## config.mk

```make
export PLATFORM = sky130hd
export DESIGN_NAME = vpu_seq
export DESIGN_NICKNAME = d
export VERILOG_FILES = /design/src/rtl/vpu_pkg.sv /design/src/rtl/vpu_seq_pipe.sv /design/src/rtl/vpu_seq.sv
export SDC_FILE = /design/constraint.sdc
export NUM_CORES = 1
export LEC_CHECK = 0
export ABC_AREA = 0
export CELL_PAD_IN_SITES_DETAIL_PLACEMENT = 0
export CELL_PAD_IN_SITES_GLOBAL_PLACEMENT = 2
export CORE_MARGIN = 4
export CORE_UTILIZATION = 28
export DETAILED_ROUTE_END_ITERATION = 8
export GPL_TIMING_DRIVEN = 1
export HOLD_SLACK_MARGIN = 0.12
export PLACE_DENSITY = 0.94
export SLEW_MARGIN = 30
export SYNTH_ARGS = -nofsm -noshare
export SYNTH_HDL_FRONTEND = slang
export SYNTH_SLANG_ARGS = --single-unit
```

## constraint.sdc

```tcl
create_clock -name clk -period 4.7 [get_ports clk]
set_input_delay 0.94 -clock clk [delete_from_list [all_inputs] [get_ports clk]]
set_output_delay 0.94 -clock clk [all_outputs]
set_load 0.01 [all_outputs]
```

## src/rtl/vpu_pkg.sv

```systemverilog
// Shared definitions for the VPU vector sequencer: opcodes, FSM states and
// the latched command record.
package vpu_pkg;

  localparam int VPU_DATA_W = 32;
  localparam int VPU_OP_W   = 4;
  localparam int VPU_ADDR_W = 8;
  localparam int VPU_LEN_W  = 8;

  localparam logic [VPU_OP_W-1:0] OP_ADD        = 4'd0;
  localparam logic [VPU_OP_W-1:0] OP_SUB        = 4'd1;
  localparam logic [VPU_OP_W-1:0] OP_MULT_CONST = 4'd2;

  typedef enum logic [1:0] {
    ST_IDLE,
    ST_RUN,
    ST_DRAIN,
    ST_DONE
  } vpu_seq_state_t;

  typedef struct packed {
    logic [VPU_OP_W-1:0]   opcode;
    logic [VPU_ADDR_W-1:0] src0;
    logic [VPU_ADDR_W-1:0] src1;
    logic [VPU_ADDR_W-1:0] dst;
    logic [VPU_LEN_W-1:0]  len;
  } vpu_cmd_t;

  // Legal opcodes are ADD, SUB and MULT_CONST; any larger value is rejected.
  function automatic logic op_legal(input logic [VPU_OP_W-1:0] op);
    return (op <= OP_MULT_CONST);
  endfunction

endpackage

```

## src/rtl/vpu_seq_pipe.sv

```systemverilog
// Two-stage element pipeline: stage 1 marks the cycle the VRF read data
// feeds the ALU, stage 2 registers the ALU result as the VRF write.
// The write address travels alongside the valid bit.
module vpu_seq_pipe
  import vpu_pkg::*;
#(
  parameter int DATA_W = VPU_DATA_W,
  parameter int ADDR_W = VPU_ADDR_W
) (
  input  logic              clk,
  input  logic              rst_n,
  input  logic              iss_valid,
  input  logic [ADDR_W-1:0] iss_addr,
  output logic              s1_valid,
  input  logic [DATA_W-1:0] result,
  output logic              wr_en,
  output logic [ADDR_W-1:0] wr_addr,
  output logic [DATA_W-1:0] wr_data
);

  logic [ADDR_W-1:0] s1_addr;

  // Advance valid/address each cycle; capture the ALU result into the write stage.
  // NOTE: data registers are reset too, so a reset mid-vector leaves no stale
  // write on the VRF port and every output reads 0 straight after reset.
  always_ff @(posedge clk or negedge rst_n) begin
    if (!rst_n) begin
      s1_valid <= 1'b0;
      s1_addr  <= '0;
      wr_en    <= 1'b0;
      wr_addr  <= '0;
      wr_data  <= '0;
    end else begin
      s1_valid <= iss_valid;
      s1_addr  <= iss_addr;
      wr_en    <= s1_valid;
      wr_addr  <= s1_valid ? s1_addr : '0;
      wr_data  <= s1_valid ? result  : '0;
    end
  end

endmodule

```

## src/rtl/vpu_seq.sv

```systemverilog
// Vector sequencer for the VPU element ALU. Accepts one command, issues
// one element read per cycle, and writes each result two cycles later.
// Optional feature macro: VPU_SEQ_PERF_EN adds busy-cycle and element
// performance counters with a synchronous clear.
module vpu_seq
  import vpu_pkg::*;
#(
  parameter int DATA_W = VPU_DATA_W,
  parameter int OP_W   = VPU_OP_W,
  parameter int ADDR_W = VPU_ADDR_W,
  parameter int LEN_W  = VPU_LEN_W
) (
  input  logic              clk,
  input  logic              rst_n,
  input  logic              cmd_valid,
  output logic              cmd_ready,
  input  logic [OP_W-1:0]   cmd_opcode,
  input  logic [ADDR_W-1:0] cmd_src0,
  input  logic [ADDR_W-1:0] cmd_src1,
  input  logic [ADDR_W-1:0] cmd_dst,
  input  logic [LEN_W-1:0]  cmd_len,
  output logic              rd0_en,
  output logic              rd1_en,
  output logic [ADDR_W-1:0] rd0_addr,
  output logic [ADDR_W-1:0] rd1_addr,
  input  logic [DATA_W-1:0] rd0_data,
  input  logic [DATA_W-1:0] rd1_data,
  output logic              op_start,
  output logic [DATA_W-1:0] op_a,
  output logic [DATA_W-1:0] op_b,
  output logic [OP_W-1:0]   op_code,
  input  logic [DATA_W-1:0] op_result,
  output logic              wr_en,
  output logic [ADDR_W-1:0] wr_addr,
  output logic [DATA_W-1:0] wr_data,
`ifdef VPU_SEQ_PERF_EN
  input  logic              perf_clr,
  output logic [31:0]       perf_busy_cycles,
  output logic [31:0]       perf_elems,
`endif
  output logic              busy,
  output logic              done,
  output logic              err
);

  vpu_seq_state_t    state;
  vpu_cmd_t          cmd_q;
  logic [LEN_W-1:0]  idx;        // index of the next element to issue
  logic              drain_cnt;
  logic              rd_en;
  logic [ADDR_W-1:0] iss_waddr;  // write address paired with the current read
  logic              s1_valid;
  logic              cmd_fire;
  logic              cmd_bad;

  assign cmd_fire = cmd_valid && cmd_ready;
  assign cmd_bad  = !op_legal(cmd_opcode);

  // Control FSM with registered outputs: accepts a command, issues reads, drains, pulses done.
  // NOTE: every register here uses non-blocking assignment so all state
  // updates see the same pre-edge values regardless of statement order.
  always_ff @(posedge clk or negedge rst_n) begin
    if (!rst_n) begin
      state     <= ST_IDLE;
      cmd_q     <= '0;
      idx       <= '0;
      drain_cnt <= 1'b0;
      rd_en     <= 1'b0;
      rd0_addr  <= '0;
      rd1_addr  <= '0;
      iss_waddr <= '0;
      cmd_ready <= 1'b1;
      busy      <= 1'b0;
      done      <= 1'b0;
      err       <= 1'b0;
    end else begin
      rd_en <= 1'b0;
      done  <= 1'b0;
      case (state)
        ST_IDLE: begin
          if (cmd_fire) begin
            cmd_q     <= '{cmd_opcode, cmd_src0, cmd_src1, cmd_dst, cmd_len};
            cmd_ready <= 1'b0;
            busy      <= 1'b1;
            if (cmd_len == '0 || cmd_bad) begin
              // Nothing to stream: report straight away.
              state <= ST_DONE;
              done  <= 1'b1;
              err   <= cmd_bad;
            end else begin
              // Element 0 is issued on the accepting edge.
              state     <= ST_RUN;
              rd_en     <= 1'b1;
              rd0_addr  <= cmd_src0;
              rd1_addr  <= cmd_src1;
              iss_waddr <= cmd_dst;
              idx       <= LEN_W'(1);
            end
          end
        end
        ST_RUN: begin
          if (idx == cmd_q.len) begin
            state     <= ST_DRAIN;
            drain_cnt <= 1'b0;
          end else begin
            rd_en     <= 1'b1;
            rd0_addr  <= cmd_q.src0 + ADDR_W'(idx);
            rd1_addr  <= cmd_q.src1 + ADDR_W'(idx);
            iss_waddr <= cmd_q.dst  + ADDR_W'(idx);
            idx       <= idx + LEN_W'(1);
          end
        end
        ST_DRAIN: begin
          // Two cycles cover the last element's ALU and write stages.
          if (drain_cnt) begin
            state <= ST_DONE;
            done  <= 1'b1;
            err   <= 1'b0;
          end else begin
            drain_cnt <= 1'b1;
          end
        end
        ST_DONE: begin
          state     <= ST_IDLE;
          cmd_ready <= 1'b1;
          busy      <= 1'b0;
          err       <= 1'b0;
        end
        default: state <= ST_IDLE;
      endcase
    end
  end

  assign rd0_en = rd_en;
  assign rd1_en = rd_en;

  // Stage 1 feeds the ALU directly from the VRF read data; zero when empty.
  assign op_start = s1_valid;
  assign op_a     = s1_valid ? rd0_data     : '0;
  assign op_b     = s1_valid ? rd1_data     : '0;
  assign op_code  = s1_valid ? cmd_q.opcode : '0;

  vpu_seq_pipe #(
    .DATA_W (DATA_W),
    .ADDR_W (ADDR_W)
  ) u_pipe (
    .clk       (clk),
    .rst_n     (rst_n),
    .iss_valid (rd_en),
    .iss_addr  (iss_waddr),
    .s1_valid  (s1_valid),
    .result    (op_result),
    .wr_en     (wr_en),
    .wr_addr   (wr_addr),
    .wr_data   (wr_data)
  );

`ifdef VPU_SEQ_PERF_EN
  // Saturating performance counters; a clear wins over an increment.
  always_ff @(posedge clk or negedge rst_n) begin
    if (!rst_n) begin
      perf_busy_cycles <= '0;
      perf_elems       <= '0;
    end else if (perf_clr) begin
      perf_busy_cycles <= '0;
      perf_elems       <= '0;
    end else begin
      if (busy && perf_busy_cycles != '1) perf_busy_cycles <= perf_busy_cycles + 32'd1;
      if (wr_en && perf_elems != '1)      perf_elems       <= perf_elems + 32'd1;
    end
  end
`endif

endmodule

```

; ---- After elaboration in Yosys (flattened, before gate mapping)
; Cells that the tools add are included.
[totals]
ff_bits = 126
latchBits = 0
mem_bits_rw = 0
mem_bits_ro = 0
input_bits = 135
out_inout_bits = 132
word_cells = 95
n_memories = 0
[op_classes]
n_addsub = 4
multipliers = 0
n_div = 0
magnitude_cmp = 1
eq_ne = 10
shift = 0
n_mux = 44
bitwise = 0
n_reduce_logical = 15
[op_table]
columns = cell, n
row1 = 8-bit 2-to-1 mux, 13
row2 = 32-bit 2-to-1 mux, 3
row3 = 8-bit one-hot mux with 2 select lines, 4
row4 = 8-bit adder, 3
row5 = 1-bit 2-to-1 mux, 12
row6 = "2-bit != test, second input constant", 6
row7 = 1-bit one-hot mux with 2 select lines, 5
row8 = "8-bit by 1-bit adder with 8-bit output, second input constant", 1
row9 = 8-bit == test, 1
row10 = 8-bit zero test, 1
row11 = 2-bit 2-to-1 mux, 4
row12 = 2-bit one-hot mux with 4 select lines, 1
row13 = 4-bit AND reduction, 2
row14 = 2-bit AND reduction, 3
row15 = 2-bit nonzero test, 3
row16 = "2-bit == test, second input constant", 2
row17 = "4-bit by 2-bit <= comparator with 1-bit output, second input constant", 1
row18 = 4-bit 2-to-1 mux, 1
row19 = 1-bit one-hot mux with 3 select lines, 1
row20 = 3-bit AND reduction, 1
row21 = 3-bit nonzero test, 1
row22 = "2-bit by 1-bit == test with 1-bit output, second input constant", 1
row23 = 2-bit zero test, 1
row24 = 1-bit logical AND, 1
row25 = 2 further kinds, 2

; ---- Depth between registers and ports, before layout
[logic_depth]
ltp_word = 6
ltp_mapped = 8
mapped_depth_nobuf = 8

; ---- Cells and area by module
; Synthesis repeated with hierarchy kept, for this count alone.
[hier_totals]
hier_cells = 597
hier_area_um2 = 6438.7
[by_module_without_submodules]
columns = mod, instances, cells_per_inst, area_per_inst_um2, seq_area_each_um2
row1 = vpu_seq, 1, 503, 4880.9, 1903.1
row2 = vpu_seq_pipe, 1, 94, 1557.7, 1251.2

; ---- Least setup slack after synthesis
; Ideal clock, no wire load.
[synth_timing]
path_kind = input -> register
start = in cmd_len[1]
end = reg iss_waddr[7]
setup_ns = 0.125
arrival_time_ns = 2.350
required_ns = 4.575
slack_ns = 2.225
cell_stages = 6
n_path_buf = 1
cell_sequence = or4_1 -> o211ai_2 -> and2_4 -> a21oi_4 -> buf_6 -> mux2_4
[synth_via]
elab_chain_cells = 4
[synth_lines]
columns = item, line_no
row1 = start: declaration, vpu_seq.sv:21  ; input logic [LEN_W-1:0] cmd_len,
row2 = 8-bit zero test, vpu_seq.sv:85  ; if (cmd_len == '0 || cmd_bad) begin
row3 = 1-bit logical OR, vpu_seq.sv:85
row4 = 2-bit != test (no line), -
row5 = 4-bit AND reduction (no line), -
row6 = end signal: assignment, vpu_seq.sv:96  ; iss_waddr <= cmd_dst;
row7 = end signal: assignment, vpu_seq.sv:109  ; iss_waddr <= cmd_q.dst + ADDR_W'(idx);
row8 = end: declaration, vpu_seq.sv:51  ; logic [ADDR_W-1:0] iss_waddr;
; Every way passes these cells.
; A chain may end at the register's enable or synchronous reset.

; ---- Worst setup path in the final report
[layout_timing]
start = reg u_pipe.s1_valid
end = out op_a[9]
[layout_via]
elab_chain_cells = 1
[layout_lines]
columns = item, line_no
row1 = start: declaration, vpu_seq_pipe.sv:14  ; output logic s1_valid,
row2 = start signal: assignment, vpu_seq_pipe.sv:34  ; s1_valid <= iss_valid;
row3 = 32-bit 2-to-1 mux, vpu_seq.sv:139  ; assign op_a = s1_valid ? rd0_data : '0;
row4 = end: declaration, vpu_seq.sv:29  ; output logic [DATA_W-1:0] op_a,
; Every way passes these cells.

==> impl_metrics.tcl <==
set metrics [dict create \
    fin_crit_sh_pct 67.06 \
    viasPerCell 4.508 \
    drv_slew 0 \
    initial_core_util_pct 28.55 \
    p_sw_share_pct 34.93 \
    power_frac_clock_pct 21.8 \
    drc 0 \
    fp-row-count 55 \
    syn_avg_cell_area_um2 11.31 \
    internal-power_mw 3.878 \
    final_common_cell "clkdlybuf4s50_1" \
    ctsResizeCount 0 \
    p_seq_share_pct 31.2 \
    port_buffers 266 \
    fill_cells 2159 \
    r2r_cells 9 \
    dp_hpwl_mm 15.24 \
    syn_nets 737 \
    holdWs_ns 0.3842 \
    fin_crit_ns 3.152 \
    drt_iter0_markers 245 \
    post-cts-setup-buffers 0 \
    synth.distinct_cells 50 \
    place_area_mm2 0.009453 \
    clk_latency_ns 0.42 \
    leakage_nw 4.309 \
    synth-seq-area-share_pct 48.66 \
    worstPathArrival_ns 2.21 \
    cts-hold-fix-buffers 0 \
    routed_wl_mm 20.18 \
    antenna_found_initial 1 \
    wl_per_cell_um 17.78 \
    vdd_drop_max_mv 0.2736 \
    rr_startpoint "state[1]" \
    status "finished, final reports clean" \
    grt_max_degree 103 \
    synth_flop_cell "dfrtp_1" \
    die_x_um 160.2 \
    powerDensity_mw_per_mm2 594.2 \
    grt_overflow_total 0 \
    async_flop_share_pct 100.0 \
    num_vias 5117 \
    grt_usage_pct 15.55 \
    synth_edf_count 0 \
    relSlewSlack_pct 40.14 \
    ff2ff_setup_slack_ns 1.78 \
    final_cell_mix "clkdlybuf4s50_1 (265), dfrtp_1 (124), and2_1 (111)" \
    antennaDiodeCount 0 \
    finalClockSkew_ns 0.01027 \
    cts_sinks 126 \
    pwr-share-comb_pct 47.0 \
    setup_violations 0 \
    min_from "iss_waddr[0]" \
    cts_buffer_depth 2 \
    hp-class "register to register" \
    yosysWarnings 0 \
    final_cell_area_mm2 0.01003 \
    cts_buffers 17 \
    die_h_um 160.2 \
    cts_root_buf "clkbuf_16" \
    dr.pass1.iters 4 \
    worst_slew_pin_slew_ns 0.8979 \
    antenna_left 0 \
    grt_pass1_wl_mm 30.93 \
    min_delay_worst_endpoint "u_pipe.s1_addr[0]" \
    grt_pass1_vias 5241 \
    rsz0062_at_grt "false" \
    crit_path_end_kind "primary output" \
    ioPinCount 267 \
    path_clk_slew_ns 0.06 \
    final-hold-violation-count 0 \
    switching_power_mw 2.082 \
    ys_ff_latch 126 \
    drive_above_1_share_pct 13.29 \
    cp_data_required_time_ns 3.76 \
    fmax_ghz 0.3173 \
    cts_tree "done" \
    final_net_count 1001 \
    areaGrowthSynthToFinish_pct 54.74 \
    r2r-end "rd0_addr[7]" \
    worst_setup_path_start_kind "register" \
    drv_cap 0 \
    critPathKind "register to primary output" \
    coreArea_mm2 0.02271 \
    fin_setup_tns_ns 0 \
    syn_area_mm2 0.006482 \
    gp_congestion 0.7760 \
    critPathMaxFanout 75 \
    dieArea_mm2 0.02565 \
    synth_cells 573 \
    hold_path_depth 0 \
    h-tree-depth 4 \
]
[power groups by stage]
stage | clock (mW) | combinational, mW | sequential (mW)
2_1_floorplan | 0 | 1.66 | 1.83
3_3_place_gp | 0 | 2.80 | 1.89
3_5_place_dp | 0 | 2.83 | 1.89
4_1_cts | 1.33 | 2.85 | 1.88
5_1_grt | 1.39 | 3.06 | 1.94
6_report | 1.30 | 2.80 | 1.86
[registers in the layout, summed over array words and instances, names as in the netlist]
signal / cells
u_pipe.wr_en: 1
rd1_addr: 8
idx: 8
rd0_en: 1
err: 1
state: 2
u_pipe.wr_addr: 8
u_pipe.s1_valid: 1
cmd_q: 36
rd0_addr: 8
u_pipe.wr_data: 32
cmd_ready: 1
iss_waddr: 8
busy: 1
u_pipe.s1_addr: 8
drain_cnt: 1
done: 1
[cell usage after synthesis, drive strengths merged, types with 3 or more instances]
master	instances	area (um^2)
inv	24	90.09
buf	6	42.54
ha	26	325.3
and3	5	31.28
nor3	5	25.02
a22o	3	26.28
dfrtp	125	3128
nand4	3	18.77
o21ai	15	86.34
mux2	68	825.8
a211oi	6	45.04
a31oi	7	43.79
fa	3	60.06
xnor2	14	122.6
o31a	4	35.03
a21oi	14	81.33
a311oi	3	26.28
nand2	20	75.07
mux2i	7	70.07
nor2b	7	43.79
clkbuf	21	78.83
and2	112	703.2
a21o	3	22.52
xor2	7	61.31
nand3	7	35.03
o21bai	4	30.03
o21a	4	30.03
nor2	25	93.84
o2111ai	7	61.31
[per-layer routing]
layer	wire [um]	vias to the layer above	GRT usage [%]
li1	-	2495	-
met1	8849	2436	19.31
met2	9892	168	26.76
met3	1143	18	4.155
met4	295	0	4.263
met5	0	-	0
[worst max-delay path by stage]
| stage | startpoint | cells after the start | endpoint | slack, ns |
|---|---|---|---|---|
| finish | u_pipe.s1_valid | 2 | op_a[9] | 1.55 |
| global route | u_pipe.s1_valid | 2 | op_code[3] | 1.38 |
| floorplan | cmd_len[1] | 6 | iss_waddr[7] | 2.22 |
| CTS | u_pipe.s1_valid | 2 | op_code[3] | 1.50 |
| global placement | cmd_opcode[1] | 7 | rd0_addr[7] | 1.18 |
| detailed placement | cmd_opcode[2] | 7 | rd0_addr[7] | 1.15 |
[critical path, cell delays in order, from the launching register on]
cell and delay (ns):
dfrtp_2 0.93, and2_1 0.29, clkdlybuf4s50_1 0.55
[area by class of cell]
type | count | area (um^2) | share of cell area (%)
Sequential cell | 126 | 3156 | 31.46
Multi-Input combinational cell | 396 | 3117 | 31.07
Timing Repair Buffer | 272 | 2736 | 27.28
Clock buffer | 18 | 429.2 | 4.278
Tap cell | 285 | 356.6 | 3.555
Clock inverter | 14 | 146.4 | 1.459
Inverter | 24 | 90.09 | 0.8981
[cell families (layout without fill, tap and decap cells)]
| logic type | Yosys count | count (layout) | synth area share (%) |
|---|---|---|---|
| mux | 75 | 75 | 13.82 |
| fa+ha+maj | 29 | 29 | 5.945 |
| flops | 126 | 126 | 48.66 |
| xor+xnor | 21 | 21 | 2.837 |
| simple gates | 190 | 190 | 16.54 |
| buf+inv | 51 | 328 | 3.262 |
| compound gates | 81 | 81 | 8.937 |
[per-stage QoR]
step	total power [mW]	setup WS, ns	util, %	instances
3_5_place_dp	4.720	1.152	41.63	1103
4_1_cts	6.056	1.503	44.16	1135
5_1_grt	6.379	1.385	44.17	1135
6_report	5.960	1.548	44.17	1135
2_1_floorplan	3.489	2.225	-	573
3_3_place_gp	4.687	1.177	41.63	1103
Note: power is estimated with default switching activity, not from simulation.
